--- src/rtl/ifetch_stage.sv ---
// RV32 instruction-fetch stage: owns the PC, addresses the instruction ROM and fills IF/ID.
// Optional macro IFETCH_MISALIGN_CHK_EN adds misalign_err and refuses misaligned redirects.
module ifetch_stage #(
    parameter int                    DATA_WIDTH = 32,
    parameter logic [DATA_WIDTH-1:0] RESET_PC   = 32'h0000_0000,
    parameter logic [DATA_WIDTH-1:0] NOP_INSTR  = 32'h0000_0013
) (
    input  logic                  clk,
    input  logic                  rst_n,
    input  logic                  start,
    input  logic                  stall,
    input  logic                  flush,
    input  logic                  redirect,
    input  logic [DATA_WIDTH-1:0] redirect_pc,
    output logic [DATA_WIDTH-1:0] imem_addr,
    input  logic [DATA_WIDTH-1:0] imem_data,
    output logic [DATA_WIDTH-1:0] if_id_pc,
    output logic [DATA_WIDTH-1:0] if_id_instr,
    output logic                  if_id_valid,
`ifdef IFETCH_MISALIGN_CHK_EN
    output logic                  misalign_err,
`endif
    output logic                  halted
);

    localparam logic [DATA_WIDTH-1:0] EBREAK_INSTR = 32'h0010_0073;

    typedef enum logic [1:0] {
        ST_IDLE = 2'd0,
        ST_RUN  = 2'd1,
        ST_HALT = 2'd2
    } state_t;

    state_t                state_r;
    logic [DATA_WIDTH-1:0] pc_r;
    logic [DATA_WIDTH-1:0] pc_inc_s;
    logic [DATA_WIDTH-1:0] redirect_target_s;
    logic                  misaligned_s;

    assign imem_addr = pc_r;

    // Sequential-address and redirect-target helpers; target is always word aligned.
    always_comb begin
        pc_inc_s          = pc_r + DATA_WIDTH'(4);
        redirect_target_s = redirect_pc & ~DATA_WIDTH'(3);
`ifdef IFETCH_MISALIGN_CHK_EN
        misaligned_s      = (redirect_pc[1:0] != 2'b00);
`else
        misaligned_s      = 1'b0;
`endif
    end

    // Fetch FSM together with PC and the IF/ID pipeline register.
    always_ff @(posedge clk or negedge rst_n) begin
        if (!rst_n) begin
            state_r      <= ST_IDLE;
            pc_r         <= RESET_PC;
            if_id_pc     <= '0;
            if_id_instr  <= NOP_INSTR;
            if_id_valid  <= 1'b0;
            halted       <= 1'b0;
`ifdef IFETCH_MISALIGN_CHK_EN
            misalign_err <= 1'b0;
`endif
        end else begin
`ifdef IFETCH_MISALIGN_CHK_EN
            misalign_err <= 1'b0;
`endif
            case (state_r)
                ST_IDLE: begin
                    if_id_valid <= 1'b0;
                    if_id_instr <= NOP_INSTR;
                    if (start) begin
                        state_r <= ST_RUN;
                    end
                end
                ST_RUN: begin
                    if (redirect) begin
                        // Wrong-path word in flight is dropped; target fetched next edge.
                        if_id_valid <= 1'b0;
                        if_id_instr <= NOP_INSTR;
                        if (misaligned_s) begin
                            state_r <= ST_HALT;
                            halted  <= 1'b1;
`ifdef IFETCH_MISALIGN_CHK_EN
                            misalign_err <= 1'b1;
`endif
                        end else begin
                            pc_r <= redirect_target_s;
                        end
                    end else if (flush) begin
                        if_id_valid <= 1'b0;
                        if_id_instr <= NOP_INSTR;
                        pc_r        <= pc_inc_s;
                    end else if (stall) begin
                        pc_r <= pc_r;
                    end else begin
                        if_id_pc    <= pc_r;
                        if_id_instr <= imem_data;
                        if_id_valid <= 1'b1;
                        pc_r        <= pc_inc_s;
                        if (imem_data == EBREAK_INSTR) begin
                            state_r <= ST_HALT;
                            halted  <= 1'b1;
                        end
                    end
                end
                ST_HALT: begin
                    if_id_valid <= 1'b0;
                    if_id_instr <= NOP_INSTR;
                    if (redirect) begin
                        if (misaligned_s) begin
`ifdef IFETCH_MISALIGN_CHK_EN
                            misalign_err <= 1'b1;
`endif
                            state_r <= ST_HALT;
                        end else begin
                            pc_r    <= redirect_target_s;
                            state_r <= ST_RUN;
                            halted  <= 1'b0;
                        end
                    end
                end
                default: begin
                    state_r     <= ST_IDLE;
                    halted      <= 1'b0;
                    if_id_valid <= 1'b0;
                    if_id_instr <= NOP_INSTR;
                end
            endcase
        end
    end

endmodule

--- config.mk ---
export PLATFORM = sky130hd
export DESIGN_NAME = ifetch_stage
export DESIGN_NICKNAME = d
export VERILOG_FILES = /design/src/rtl/ifetch_stage.sv
export SDC_FILE = /design/constraint.sdc
export NUM_CORES = 1
export LEC_CHECK = 0
export ABC_CLOCK_PERIOD_IN_PS = 2600
export CORE_ASPECT_RATIO = 1.1
export CORE_MARGIN = 5
export CORE_UTILIZATION = 45
export DETAILED_ROUTE_END_ITERATION = 6
export PLACE_DENSITY = 0.77
export SETUP_SLACK_MARGIN = 0.3
export SYNTH_ARGS = -nofsm -noshare
export SYNTH_HDL_FRONTEND = slang
export SYNTH_SLANG_ARGS = --single-unit
--- constraint.sdc ---
create_clock -name clk -period 2.6 [get_ports clk]
set_clock_uncertainty 0.05 [all_clocks]
set_input_delay 0.52 -clock clk [delete_from_list [all_inputs] [get_ports clk]]
set_output_delay 0.52 -clock clk [all_outputs]
set_load 0.02 [all_outputs]
==> results.txt, run 1 <==
CP max-delay cell = clkdlybuf4s50_1
r2r setup slk = 0.44 ns
post-detail-place hpwl = 10.1 mm
XOR/XNOR share of the synthesized area = 0%
clock-pin slew on the worst setup and hold paths = 0.07 ns
setup TNS = 0 ns
Synth top area share = 49.5%
fraction of synthesized area in multiplexers = 13.6%
Ant. Diodes = 0
leading area contributor after synthesis = dfrtp_1
grt ovf = 0
Clock Tree Buf Depth = 2
average wire per standard cell = 18.0 um
via/cell ratio = 5.48
vias in the first global route = 4,313
Post-CTS Hold Fix Bufs = 0
number of flops mapped to enable cells by yosys = 0
post-synthesis adder-cell area fraction = 1.33%
fin. max-slew vios = 0
Pleak = 2.82 nW
CP Data Required Time = 2.78 ns
Final Cycle Share = 82.9%
most area-consuming cells after synthesis = dfrtp_1 49%, mux2_2 6.5%, mux2i_1 6.2%
type of the worst setup path = in2reg
Critical Path Fanout Max = 3
worst hold path class = in2async
IO Port Bufs = 161
final instance area = 0.00684 mm2
first-pass GRT wire length = 21.7 mm
fill cell count = 830
Final #Nets = 674
Seq/Total Area, Yosys = 51.2%
Worst Setup End Kind = register
H-tree lvl count = 3
fin crit period = 2.16 ns
initial core utilization = 45.7%
Pre-antenna DRT Iters = 4
layout cells sized above 1 = 13.7%
crit-path cells = clkdlybuf4s50_1 -> nor4_1 -> buf_4 -> nand4_1 -> nor4_2 -> buf_4 -> o21ai_1 -> mux2_2
syn avg cell area = 10.7 um2
endpoints failing setup = 0
Residual DRC = 0
Ports = 168
antenna violations before repair = 0
largest net degree at the start of global routing = 55
status = complete, no violations
ys async rst share = 100%
Synth Area in Simple Gates = 16.5%
CP max stage delay = 0.42 ns
Sink Count = 96
synthesized flop and latch total = 96
RSZ-0062 raised after global routing = no
Cell Area, Synth = 0.00470 mm2
CP Buf/Inv Count = 3
worst skew pair latency = 0.34 ns
Power Dens Cells = 1040 mW/mm2
Core Area = 0.0103 mm2
Synth Area in Compound Gates = 13.4%
Worst path top cell family by delay = buffers and inverters
DP Area = 0.00651 mm2
CTS tree = done
gpl congestion = 0.858
final hold violations = 0
final std cells w/o fill = 747
Worst EP arrival = 2.33 ns
Worst Setup Slack post-DPL = 0.0411 ns
Worst Slack Setup Final = 0.445 ns
synth warn = 0
synth unique cells = 58
most common cell after layout, fill and taps aside = clkdlybuf4s50_1
Max-slew headroom = 61.7%
crit start category = input pin
WL final = 13.5 mm
chip width = 107 um
Die Area = 0.0126 mm2
Root Driver = clkbuf_16
Worst Hold Slack = 0.109 ns
Die Ht = 117 um
max-cap check violation count = 0
via count = 4,095
most used cell, CP = buf_4
fmax = 0.464 GHz
Rows = 39
cell total after placement = 731
Mapped Cells = 439
Routed Antenna Nets = 0
Worst-Margin Slew = 0.574 ns
largest family of logic cells by synthesized area = simple AND/OR/NAND/NOR gates
CTS buffer count = 9
area grow syn2layout = 45.4%
DRT iter0 DRCs = 164
Total GRT Usage = 21.9%
commonest cells after routing, fill and taps aside = 159 x clkdlybuf4s50_1, 93 x dfrtp_1, 41 x nor2_1, 29 x mux2i_1, 28 x a21oi_1
VDD IR max = 0.000466 V
Post-synth top flop = dfrtp_1
==> kinds of logic after synthesis <==
kind of cell / Yosys count
AND/OR/NAND/NOR: 145
flip-flops: 96
buffers and inverters: 39
other: 1
multiplexers: 60
AO/OA/AOI/OAI: 93
adder cells (fa/ha/maj): 5
==> power by group <==
group / switching, mW / internal, mW / leakage (nW)
Combinational: 1.62 / 1.56 / 1.49
Sequential: 0.551 / 2.00 / 1.18
Clock: 0.560 / 0.794 / 0.148
==> through the flow <==
step / util, % / total power [mW]
6_report: 66.4 / 7.09
5_1_grt: 66.4 / 7.51
4_1_cts: 66.2 / 7.14
3_5_place_dp: 63.3 / 5.74
3_3_place_gp: 63.3 / 5.65
2_1_floorplan: - / 4.19
==> final timing paths <==
check,startpoint,depth (start not counted),endpoint
max in group asynchronous,rst_n,2,if_id_pc[27]
hold / removal,rst_n,1,if_id_instr[12]
setup reg to reg,state_r[0],6,imem_addr[30]
hold reg to reg,if_id_pc[31],1,if_id_pc[31]
min in group clk,if_id_pc[31],1,if_id_pc[31]
setup / recovery,imem_data[15],8,state_r[0]
==> worst reg2reg max path: cells and delay by family, from the launching register on <==
kind                       cells  cell delay, ns
buffers and inverters          1            0.08
DFF                            1            0.40
AOI/OAI and AO/OA              3            0.58
adders and majority gates      1            0.47
and+or+nand+nor                1            0.45
==> synthesized netlist by cell type, types with 4 or more instances <==
library cell	number
mux2_1	4
mux2i_1	29
buf_4	8
a211o_1	4
nand3_1	20
a21oi_1	28
nand4_1	6
and3_1	6
dfrtp_1	93
nor3_1	5
a2bb2oi_1	5
mux2_2	27
nand2_1	26
o22ai_1	8
nor4_1	9
inv_1	8
buf_1	5
buf_2	8
o21ai_0	18
and4_1	4
o211ai_1	4
ha_1	5
nor2b_1	4
nor2_1	42
clkbuf_1	10
==> metal layers <==
metal	routed length (um)	up-vias	global-route usage, %
met5	0	-	0
li1	-	1925	-
met1	5230	1999	25.7
met4	222	0	7.24
met2	6870	154	37.9
met3	1160	17	7.52
==> sequential cells by signal (all words and copies together) (netlist names) <==
name,cells
if_id_instr,32
state_r,2
imem_addr,30
if_id_pc,30
if_id_valid,1
halted,1
==> cell type report <==
cell class                 count  area [um2]  area share, %
clock inverter                 5        55.1          0.805
multi-input combinational    307        2150           31.5
timing repair buffer         177        1760           25.8
sequential                    96        2410           35.2
inverter                       8        30.0          0.439
clock buffer                  11         253           3.70
tap                          143         179           2.62
==> timing repair <==
action                                 CTS  global route
buffers inserted                         0             0
setup endpoints to repair                0             2
gates resized for setup                  0             2
endpoints found under the hold margin    0             0
(Power assumes the default switching activity.)
==> inputs of run 2 (changes only) <==
ABC_CLOCK_PERIOD_IN_PS = 1900   (was 2600)
CORE_UTILIZATION = 41   (was 45)
PLACE_DENSITY = 0.74   (was 0.77)
clock period = 1.9 ns   (was 2.6 ns; I/O delays follow)
==> results.txt, run 2 (synthesized netlist as in run 1, its figures left out) <==
status = finished, violations left (was complete, no violations)
failing checks = setup timing
Ports = 168 (unchanged)
worst r2r dst = if_id_pc[4] (was imem_addr[30])
CP Buf/Inv Count = 3 (unchanged)
DP Area = 0.00712 mm2 (was 0.00651 mm2)
Final #Nets = 756 (was 674)
Core Area = 0.0113 mm2 (was 0.0103 mm2)
grt ovf = 0 (unchanged)
CP max stage delay = 0.45 ns (was 0.42 ns)
Die Ht = 122 um (was 117 um)
fin. max-slew vios = 0 (unchanged)
most used routing layer = met2 (unchanged)
initial core utilization = 41.5% (was 45.7%)
endpoints failing setup = 6 (was 0)
Net Sw Power = 4.46 mW (was 2.73 mW)
max-cap check violation count = 0 (unchanged)
type of the worst setup path = reg2reg (was in2reg)
CTS tree = done (unchanged)
sequential group share of total power = 29.1% (was 36.0%)
crit start category = register (was input pin)
Sw Ratio = 39.6% (was 38.6%)
Max-slew headroom = 64.0% (was 61.7%)
Total GRT Usage = 22.4% (was 21.9%)
Die Area = 0.0137 mm2 (was 0.0126 mm2)
VDD IR max = 0.000665 V (was 0.000466 V)
max FFs per register = 32 (unchanged)
Worst EP arrival = 2.08 ns (was 2.33 ns)
H-tree lvl count = 3 (unchanged)
via count = 4,586 (was 4,095)
gpl congestion = 0.802 (was 0.858)
Pre-antenna DRT Iters = 5 (was 4)
commonest cells after routing, fill and taps aside = 86 x dfrtp_1, 76 x dlygate4sd2_1, 70 x buf_4, 53 x clkdlybuf4s50_1, 31 x mux2_4 (was 159 x clkdlybuf4s50_1, 93 x dfrtp_1, 41 x nor2_1, 29 x mux2i_1, 28 x a21oi_1)
Critical Path Fanout Max = 6 (was 3)
met1 Track Usage GR = 26.2% (was 25.7%)
min-delay src = stall
post-layout util = 71.7% (was 66.4%)
grt met3 use = 7.05% (was 7.52%)
final hold violations = 0 (unchanged)
r2r setup slk = -0.006 ns (was 0.44 ns)
Residual DRC = 0 (unchanged)
area grow syn2layout = 72.9% (was 45.4%)
vias in the first global route = 4,887 (was 4,313)
crit-path cells = inv_4 -> ha_4 -> nand2b_4 -> or2_4 -> nor2_4 -> buf_12 -> clkbuf_16 -> mux2_4 (was clkdlybuf4s50_1 -> nor4_1 -> buf_4 -> nand4_1 -> nor4_2 -> buf_4 -> o21ai_1 -> mux2_2)
most common cell after layout, fill and taps aside = dfrtp_1 (was clkdlybuf4s50_1)
DRT iter0 DRCs = 246 (was 164)
Power Dens Cells = 1390 mW/mm2 (was 1040 mW/mm2)
post-detail-place hpwl = 10.8 mm (was 10.1 mm)
CP max-delay cell = dfrtp_2 (was clkdlybuf4s50_1)
layout cells sized above 1 = 41.0% (was 13.7%)
worst hold path class = in2reg (was in2async)
clock-pin slew on the worst setup and hold paths = 0.07 ns (about the same)
combinational group share of total power = 55.3% (was 44.9%)
clock power share = 15.5% (was 19.1%)
Worst path top cell family by delay = simple AND/OR/NAND/NOR gates (was buffers and inverters)
worst skew pair latency = 0.34 ns (about the same)
fill cell count = 803 (was 830)
antenna violations before repair = 0 (unchanged)
Rows = 41 (was 39)
IO Port Bufs = 161 (unchanged)
Worst-Margin Slew = 0.540 ns (was 0.574 ns)
fin crit period = 1.91 ns
Power Internal = 6.81 mW (was 4.35 mW)
first-pass GRT wire length = 24.7 mm (was 21.7 mm)
met2 Use GR = 38.7% (was 37.9%)
Ant. Diodes = 0 (unchanged)
fmax = 0.525 GHz
Worst Setup End Kind = register (unchanged)
Final Cycle Share = 100%
Root Driver = clkbuf_16 (unchanged)
Clock Tree Buf Depth = 2 (unchanged)
CP Data Required Time = 2.07 ns (was 2.78 ns)
Sink Count = 96 (unchanged)
largest reg by FF count = if_id_instr (unchanged)
Worst Slack Setup Final = -0.00588 ns (was 0.445 ns)
Hold Path Sink = if_id_instr[9]
WL final = 16.3 mm (was 13.5 mm)
CTS buffer count = 9 (unchanged)
Reg2Reg Depth = 8 (was 6)
Worst Hold Slack = 0.403 ns (was 0.109 ns)
via/cell ratio = 5.49 (was 5.48)
final instance area = 0.00813 mm2 (was 0.00684 mm2)
hold path cells = 4
Pleak = 3.70 nW (was 2.82 nW)
Routed Antenna Nets = 0 (unchanged)
RSZ-0062 raised after global routing = yes (was no)
chip width = 112 um (was 107 um)
average wire per standard cell = 19.5 um (was 18.0 um)
largest net degree at the start of global routing = 41 (was 55)
worst r2r src = state_r[1] (was state_r[0])
Worst Setup Slack post-DPL = -0.418 ns (was 0.0411 ns)
[run 2: cell count changes in the layout (fill, tap and decap cells not counted), sizes merged, moves of 13 or more]
cell           change
dlygate4sd2       +76
clkdlybuf4s50    -106
clkdlybuf4s15     +15
clkbuf            +13
buf               +86
[run 2: worst min-delay path: stages]
cell and delay [ns]:
buf_2 0.10, buf_4 0.13, mux2i_1 0.07, nor2_1 0.08
[run 2: repair_timing]
action                     CTS  global route
gates cloned                 3             3
gates resized for setup    214            90
hold endpoints to repair    23             0
setup buffers               17             4
hold buffers                 1             0
setup endpoints to repair  160            88
pin swaps                   22            14
[run 2: power groups by stage]
stage	clock [mW]	combinational (mW)	sequential, mW
finish	1.75	6.23	3.28
global route	1.86	6.61	3.38
CTS	1.78	5.83	3.25
detailed placement	0	5.47	3.31
global placement	0	5.36	3.26
floorplan	0	1.86	4.23
[run 2: final cells by class]
| type | count | area, um2 | area share (%) |
|---|---|---|---|
| multi-input combinational | 307 | 2750 | 33.8 |
| clock inverter | 2 | 12.5 | 0.154 |
| tap | 150 | 188 | 2.31 |
| timing repair buffer | 259 | 2460 | 30.3 |
| inverter | 8 | 32.5 | 0.400 |
| clock buffer | 14 | 274 | 3.37 |
| sequential | 96 | 2410 | 29.7 |
[run 2: through the flow]
step | power (mW) | std cells | setup TNS [ns]
2_1_floorplan | 6.09 | 442 | 0
3_3_place_gp | 8.62 | 792 | -13.49
3_5_place_dp | 8.77 | 792 | -15.81
4_1_cts | 10.9 | 829 | 0
5_1_grt | 11.8 | 836 | -1.52
6_report | 11.3 | 836 | -0.0169
[run 2: worst max-delay path by stage]
stage	start	end	slack, ns	depth (start not counted)
4_1_cts	state_r[1]	if_id_pc[5]	0.04	8
5_1_grt	state_r[1]	if_id_pc[21]	-0.06	8
3_3_place_gp	redirect	imem_addr[30]	-0.35	6
6_report	state_r[1]	if_id_pc[4]	-0.006	8
2_1_floorplan	state_r[0]	imem_addr[30]	0.04	6
3_5_place_dp	imem_data[15]	state_r[0]	-0.42	6
[run 2: layer usage]
metal	vias up	share of wire, %
met5	-	0
met1	2260	38
li1	2094	-
met4	0	1.8
met2	206	51
met3	26	8.7
